**src/rtl/mips32_boot_loader.sv**
```systemverilog
// Streams a program into instruction memory from START_ADDR, then releases the core from reset.
// Optional feature: define LOADER_CHECKSUM_EN to require a trailing 32-bit checksum beat.
module mips32_boot_loader #(
   parameter int unsigned ADDR_W      = 10,
   parameter int unsigned START_ADDR  = 1,
   parameter int unsigned RELEASE_DLY = 4,
   parameter logic [31:0] HLT_WORD    = 32'hffff_0000
) (
   input  logic              clk_x,
   input  logic              rst,
   input  logic              start,
   input  logic              s_valid,
   output logic              s_ready,
   input  logic [31:0]       s_data,
   input  logic              s_last,
   output logic              imem_we,
   output logic [ADDR_W-1:0] imem_addr,
   output logic [31:0]       imem_wdata,
   output logic              core_rst_n,
   output logic              done,
   output logic              err,
   output logic [ADDR_W:0]   word_cnt
);

   typedef enum logic [2:0] {
      S_IDLE,
      S_LOAD,
      S_APPEND,
      S_WAIT,
      S_DONE,
      S_ERR
   } state_t;

   localparam logic [ADDR_W-1:0] WPTR_START = ADDR_W'(START_ADDR);
   localparam logic [ADDR_W-1:0] WPTR_MAX   = '1;
   localparam logic [5:0]        HLT_OP     = 6'h3f;
   localparam logic [15:0]       DLY_LAST   = 16'(RELEASE_DLY - 1);

   state_t              state_q, state_d;
   logic [ADDR_W-1:0]   wptr_q, wptr_d;
   logic [ADDR_W:0]     word_cnt_q, word_cnt_d;
   logic                imem_we_q, imem_we_d;
   logic [ADDR_W-1:0]   imem_addr_q, imem_addr_d;
   logic [31:0]         imem_wdata_q, imem_wdata_d;
   logic                core_rst_n_q, core_rst_n_d;
   logic                done_q, done_d;
   logic                err_q, err_d;
   logic [15:0]         since_we_q, since_we_d;
`ifdef LOADER_CHECKSUM_EN
   logic [31:0]         sum_q, sum_d;
   logic                cks_q, cks_d;
   logic                last_hlt_q, last_hlt_d;
   logic                last_max_q, last_max_d;
`endif

   logic accept;
   logic at_max;
   logic is_hlt;

   assign s_ready    = (state_q == S_LOAD);
   assign accept     = s_valid && s_ready;
   assign at_max     = (wptr_q == WPTR_MAX);
   assign is_hlt     = (s_data[31:26] == HLT_OP);

   assign imem_we    = imem_we_q;
   assign imem_addr  = imem_addr_q;
   assign imem_wdata = imem_wdata_q;
   assign core_rst_n = core_rst_n_q;
   assign done       = done_q;
   assign err        = err_q;
   assign word_cnt   = word_cnt_q;

   always_comb begin
      state_d      = state_q;
      wptr_d       = wptr_q;
      word_cnt_d   = word_cnt_q;
      imem_we_d    = 1'b0;
      imem_addr_d  = imem_addr_q;
      imem_wdata_d = imem_wdata_q;
      core_rst_n_d = core_rst_n_q;
      done_d       = done_q;
      err_d        = err_q;
`ifdef LOADER_CHECKSUM_EN
      sum_d        = sum_q;
      cks_d        = cks_q;
      last_hlt_d   = last_hlt_q;
      last_max_d   = last_max_q;
`endif

      case (state_q)
         S_IDLE, S_DONE, S_ERR: begin
            if (start) begin
               state_d      = S_LOAD;
               wptr_d       = WPTR_START;
               word_cnt_d   = '0;
               err_d        = 1'b0;
               core_rst_n_d = 1'b0;
               done_d       = 1'b0;
`ifdef LOADER_CHECKSUM_EN
               sum_d        = '0;
               cks_d        = 1'b0;
`endif
            end
         end

         S_LOAD: begin
            if (accept) begin
`ifdef LOADER_CHECKSUM_EN
               if (cks_q) begin
                  // Checksum beat: never written, s_last is irrelevant here.
                  if (s_data != sum_q || (!last_hlt_q && last_max_q)) begin
                     state_d = S_ERR;
                     err_d   = 1'b1;
                  end else if (last_hlt_q) begin
                     state_d = S_WAIT;
                  end else begin
                     state_d = S_APPEND;
                  end
               end else begin
                  imem_we_d    = 1'b1;
                  imem_addr_d  = wptr_q;
                  imem_wdata_d = s_data;
                  word_cnt_d   = word_cnt_q + 1'b1;
                  sum_d        = sum_q + s_data;
                  if (!at_max) wptr_d = wptr_q + 1'b1;
                  if (s_last) begin
                     cks_d      = 1'b1;
                     last_hlt_d = is_hlt;
                     last_max_d = at_max;
                  end else if (at_max) begin
                     state_d = S_ERR;
                     err_d   = 1'b1;
                  end
               end
`else
               imem_we_d    = 1'b1;
               imem_addr_d  = wptr_q;
               imem_wdata_d = s_data;
               word_cnt_d   = word_cnt_q + 1'b1;
               // The pointer saturates so an overflowing stream can never wrap onto address 0.
               if (!at_max) wptr_d = wptr_q + 1'b1;
               if (s_last && is_hlt) begin
                  state_d = S_WAIT;
               end else if (at_max) begin
                  state_d = S_ERR;
                  err_d   = 1'b1;
               end else if (s_last) begin
                  state_d = S_APPEND;
               end
`endif
            end
         end

         S_APPEND: begin
            imem_we_d    = 1'b1;
            imem_addr_d  = wptr_q;
            imem_wdata_d = HLT_WORD;
            word_cnt_d   = word_cnt_q + 1'b1;
            state_d      = S_WAIT;
         end

         S_WAIT: begin
            if (since_we_q >= DLY_LAST) begin
               core_rst_n_d = 1'b1;
               done_d       = 1'b1;
               state_d      = S_DONE;
            end
         end

         default: state_d = S_IDLE;
      endcase

      // Release timing is measured from the most recent write, whatever state issued it.
      if (imem_we_d)               since_we_d = '0;
      else if (since_we_q != '1)   since_we_d = since_we_q + 1'b1;
      else                         since_we_d = since_we_q;
   end

   always_ff @(posedge clk_x) begin
      if (!rst) begin
         state_q      <= S_IDLE;
         wptr_q       <= '0;
         word_cnt_q   <= '0;
         imem_we_q    <= 1'b0;
         imem_addr_q  <= '0;
         imem_wdata_q <= '0;
         core_rst_n_q <= 1'b0;
         done_q       <= 1'b0;
         err_q        <= 1'b0;
         since_we_q   <= '0;
`ifdef LOADER_CHECKSUM_EN
         sum_q        <= '0;
         cks_q        <= 1'b0;
         last_hlt_q   <= 1'b0;
         last_max_q   <= 1'b0;
`endif
      end else begin
         state_q      <= state_d;
         wptr_q       <= wptr_d;
         word_cnt_q   <= word_cnt_d;
         imem_we_q    <= imem_we_d;
         imem_addr_q  <= imem_addr_d;
         imem_wdata_q <= imem_wdata_d;
         core_rst_n_q <= core_rst_n_d;
         done_q       <= done_d;
         err_q        <= err_d;
         since_we_q   <= since_we_d;
`ifdef LOADER_CHECKSUM_EN
         sum_q        <= sum_d;
         cks_q        <= cks_d;
         last_hlt_q   <= last_hlt_d;
         last_max_q   <= last_max_d;
`endif
      end
   end

endmodule

```
**config.mk**
```make
export PLATFORM = sky130hd
export DESIGN_NAME = mips32_boot_loader
export DESIGN_NICKNAME = d
export VERILOG_FILES = /design/src/rtl/mips32_boot_loader.sv
export SDC_FILE = /design/constraint.sdc
export NUM_CORES = 1
export LEC_CHECK = 0
export CELL_PAD_IN_SITES_DETAIL_PLACEMENT = 0
export CELL_PAD_IN_SITES_GLOBAL_PLACEMENT = 2
export CORE_UTILIZATION = 40
export DETAILED_ROUTE_END_ITERATION = 16
export DONT_BUFFER_PORTS = 1
export GPL_TIMING_DRIVEN = 0
export PLACE_DENSITY = 0.91
export SLEW_MARGIN = 5
export SYNTH_ARGS = -nofsm -noshare
export SYNTH_HDL_FRONTEND = slang
export SYNTH_SLANG_ARGS = --single-unit
```
**constraint.sdc**
```tcl
create_clock -name clk_x -period 2.6 [get_ports clk_x]
set_input_delay 0.26 -clock clk_x [delete_from_list [all_inputs] [get_ports clk_x]]
set_output_delay 0.26 -clock clk_x [all_outputs]
set_load 0.1 [all_outputs]
```
==> impl_metrics.tcl <==
set metrics [dict create \
    slowest_delay_ps 1080 \
    path_max_fanout 6 \
    synth-edff-count 0 \
    drt_pre_antenna_iters 4 \
    placed_area_um2 3930 \
    antenna_cells 0 \
    synth_mux_area_share_pct 1.32 \
    die_y_um 99.3 \
    synth.yosys.seq_area_share_pct 44.9 \
    synth_cells 433 \
    setup_tns_ps 0 \
    syn_avg_cell_area_um2 8.75 \
    clock_skew_ps 5.11 \
    clock_sinks 85 \
    dieArea_um2 9870 \
    worstHoldStart "s_data[2]" \
    rr_endpoint "word_cnt[9]" \
    yosys.area_share.simple_pct 26.1 \
    die_x_um 99.3 \
    hold_depth 1 \
    port_buffers 0 \
    area_delta_synth_final_pct 9.05 \
    postLayoutCoreUtil_pct 44.9 \
    syn_area_um2 3790 \
    drive_gt1_share_pct 8.26 \
    cp_top_family "flip-flops" \
    cp.arrival_ps 2600 \
    drt_iter0_drc 103 \
    worstMarginPinSlew_ps 1270 \
    syn_nets 473 \
    status "complete, no violations" \
    fin_area_um2 4130 \
    clk_pin_slew_worst_paths_ps 90 \
    timing.rr.start "word_cnt[4]" \
    synthAdderAreaFrac_pct 0.990 \
    place_congestion 0.819 \
    multi_input_area_um2 1910 \
    drt_wl_total_um 9180 \
    p_per_area_nw_per_um2 1130 \
    crit_start "word_cnt[4]" \
    critPathLaunchType "flop" \
    hold_ws_ps 31.4 \
    worstSetupPathType "reg2reg" \
    synth_ff_type "dfxtp_1" \
    whs_endpoint "imem_wdata[2]" \
    peakVddDrop_uv 507 \
    timing.final.crit_share_pct 90.5 \
    period_needed_ps 2350 \
    io_pins 95 \
    cp-end-kind "flop" \
    synth_top_family_by_area "simple AND/OR/NAND/NOR gates" \
    crit_slowest_cell "dfxtp_1" \
    synth_cell_types 54 \
    drv_cap 0 \
    globalRouteOverflowTotal 0 \
    num_vias 3123 \
    avgRoutedWirePerCell_um 16.4 \
    insertion_delay_ps 350 \
    path_buf_inv 0 \
    p_leak_nw 1.41 \
    grt_pass1_wl_um 14800 \
    vias_per_cell 5.59 \
    fillers 902 \
    dpl.hpwl_um 6550 \
    crit_chain "nand3_1 -> nor3_1 -> a31oi_1 -> o311a_1" \
    crit_required_ps 2850 \
    seq_area_um2 1700 \
    cts_made_buffers 9 \
    max_freq_ghz 0.425 \
    async_flop_share_pct 0 \
    synth_compound_area_share_pct 18.1 \
    antenna_found_initial 0 \
    hp-class "in2reg" \
    reg2regPathDepth 4 \
    tritoncts "built" \
    grt_max_degree 15 \
    grt_setup_unrepaired "false" \
    grt_pass1_vias 2976 \
    synth_xor_area_share_pct 3.70 \
    htreeDepth 3 \
    synth-seq-cells 85 \
    r2r_slack_ps 250 \
    postCtsHoldBufs 0 \
    drc 0 \
    ant_nets 0 \
    placementRows 35 \
    grt.total_usage_pct 19.1 \
    start_util_pct 41.2 \
    setup_viol 0 \
    nets 484 \
    slew_violations 0 \
    clk_path_buf_depth 2 \
    cts-root-buf "clkbuf_8" \
    synth_warnings 0 \
    hold_viol_final 0 \
    core_area_um2 9200 \
    slew_headroom_pct 15.5 \
]
## worst reg2reg max path, stage by stage, from the launching register on
cell and delay [ps]:
dfxtp_1 1080, nand3_1 220, nor3_1 440, a31oi_1 140
o311a_1 370
## layout make-up
| class | instances | share of cell area [%] |
|---|---|---|
| buffer | 28 | 3.66 |
| clock buffer | 10 | 3.33 |
| clock inverter | 5 | 1.48 |
| inverter | 9 | 0.817 |
| multi-input combinational | 311 | 46.1 |
| sequential | 85 | 41.2 |
| tap | 111 | 3.36 |
## synth_stat cells, types with 5 or more instances
master	instances	area share, %
a22o_1	17	3.9
clkbuf_1	15	1.5
a21oi_1	7	0.92
nor2b_1	5	0.83
nand4_1	9	1.5
xnor2_1	12	2.8
o21ai_0	21	2.8
mux2i_1	5	1.3
dfxtp_1	85	45
nor3b_1	10	2.0
a31oi_1	6	0.99
a21boi_0	23	4.6
nor4_1	7	1.2
nand3_1	16	2.1
inv_1	9	0.89
nor2_1	44	4.4
nor3_1	21	2.8
nand2_1	50	5.0
## placed cells by master, fill, tap and decap left out, types with 2 or more instances in the layout
cell type   count
nand3b_1        4
nor2b_1         5
nand2b_1        3
and2_1          2
o311a_1         3
buf_1           2
xor2_1          4
o21ai_1         3
nor3_1         21
inv_1           9
dfxtp_1        83
nor3_2          2
a22o_1         17
nand3_1        16
ha_1            3
buf_6           4
a21boi_1        2
clkinvlp_4      3
nor4b_2         2
clkbuf_8       10
o21a_1          2
nor4_1          7
nor3b_1        10
clkbuf_1       15
o21ai_0        21
a21boi_0       23
a21oi_1         7
dfxtp_2         2
o211ai_1        2
a21o_1          2
and3_1          4
a31oi_1         6
buf_2           4
nand2_1        50
nor2_1         43
buf_4           3
xnor2_1        12
mux2i_1         5
nand4_1         9
or3_1           3
## layer usage
metal | up-vias | wire (um) | global-route usage (%)
met5 | - | 0 | 0
met4 | 0 | 165 | 8.03
met3 | 13 | 645 | 5.62
met2 | 99 | 4100 | 30.6
met1 | 1448 | 4270 | 24.1
li1 | 1563 | - | -
## flip-flops by register name (all words and copies together), names as in the netlist
register    cells
wptr_q         10
state_q         3
imem_addr      10
imem_we         1
done            1
since_we_q     16
word_cnt       11
err             1
imem_wdata     32
## cell families after synthesis
| kind of cell | after synthesis |
|---|---|
| fa+ha+maj | 3 |
| compound gates | 97 |
| mux | 5 |
| buf+inv | 37 |
| flops | 85 |
| simple gates | 190 |
| xor+xnor | 16 |
## worst max path at each step
stage	cells past startpoint	slack (ps)	to
final	4	250	word_cnt[9]
after global routing	5	70	word_cnt[10]
after CTS	5	20	word_cnt[10]
after detailed placement	5	30	word_cnt[10]
after global placement	5	50	word_cnt[10]
after floorplan	5	240	word_cnt[10]
## stage by stage
stage                     total power [mW]  setup WS (ps)  instances
after global placement                3.72           53.6        544
after global routing                  4.89           72.3        559
after CTS                             4.69           17.5        559
after detailed placement              3.73           34.0        544
final                                 4.65            246        559
after floorplan                       3.48            238        433
## power breakdown
part           internal, mW  total, mW  switching (mW)
registers              1.49       2.71            1.23
clock network         0.467      0.955           0.488
logic                 0.341      0.986           0.646
total                  2.29       4.65            2.36
## repair_timing
item / in CTS / in global routing
hold endpoints to repair: 0 / 0
resized for setup: 0 / 2
endpoints found under the setup margin: 0 / 2
buffers inserted: 0 / 0
Note: power is estimated with default switching activity, not from simulation.
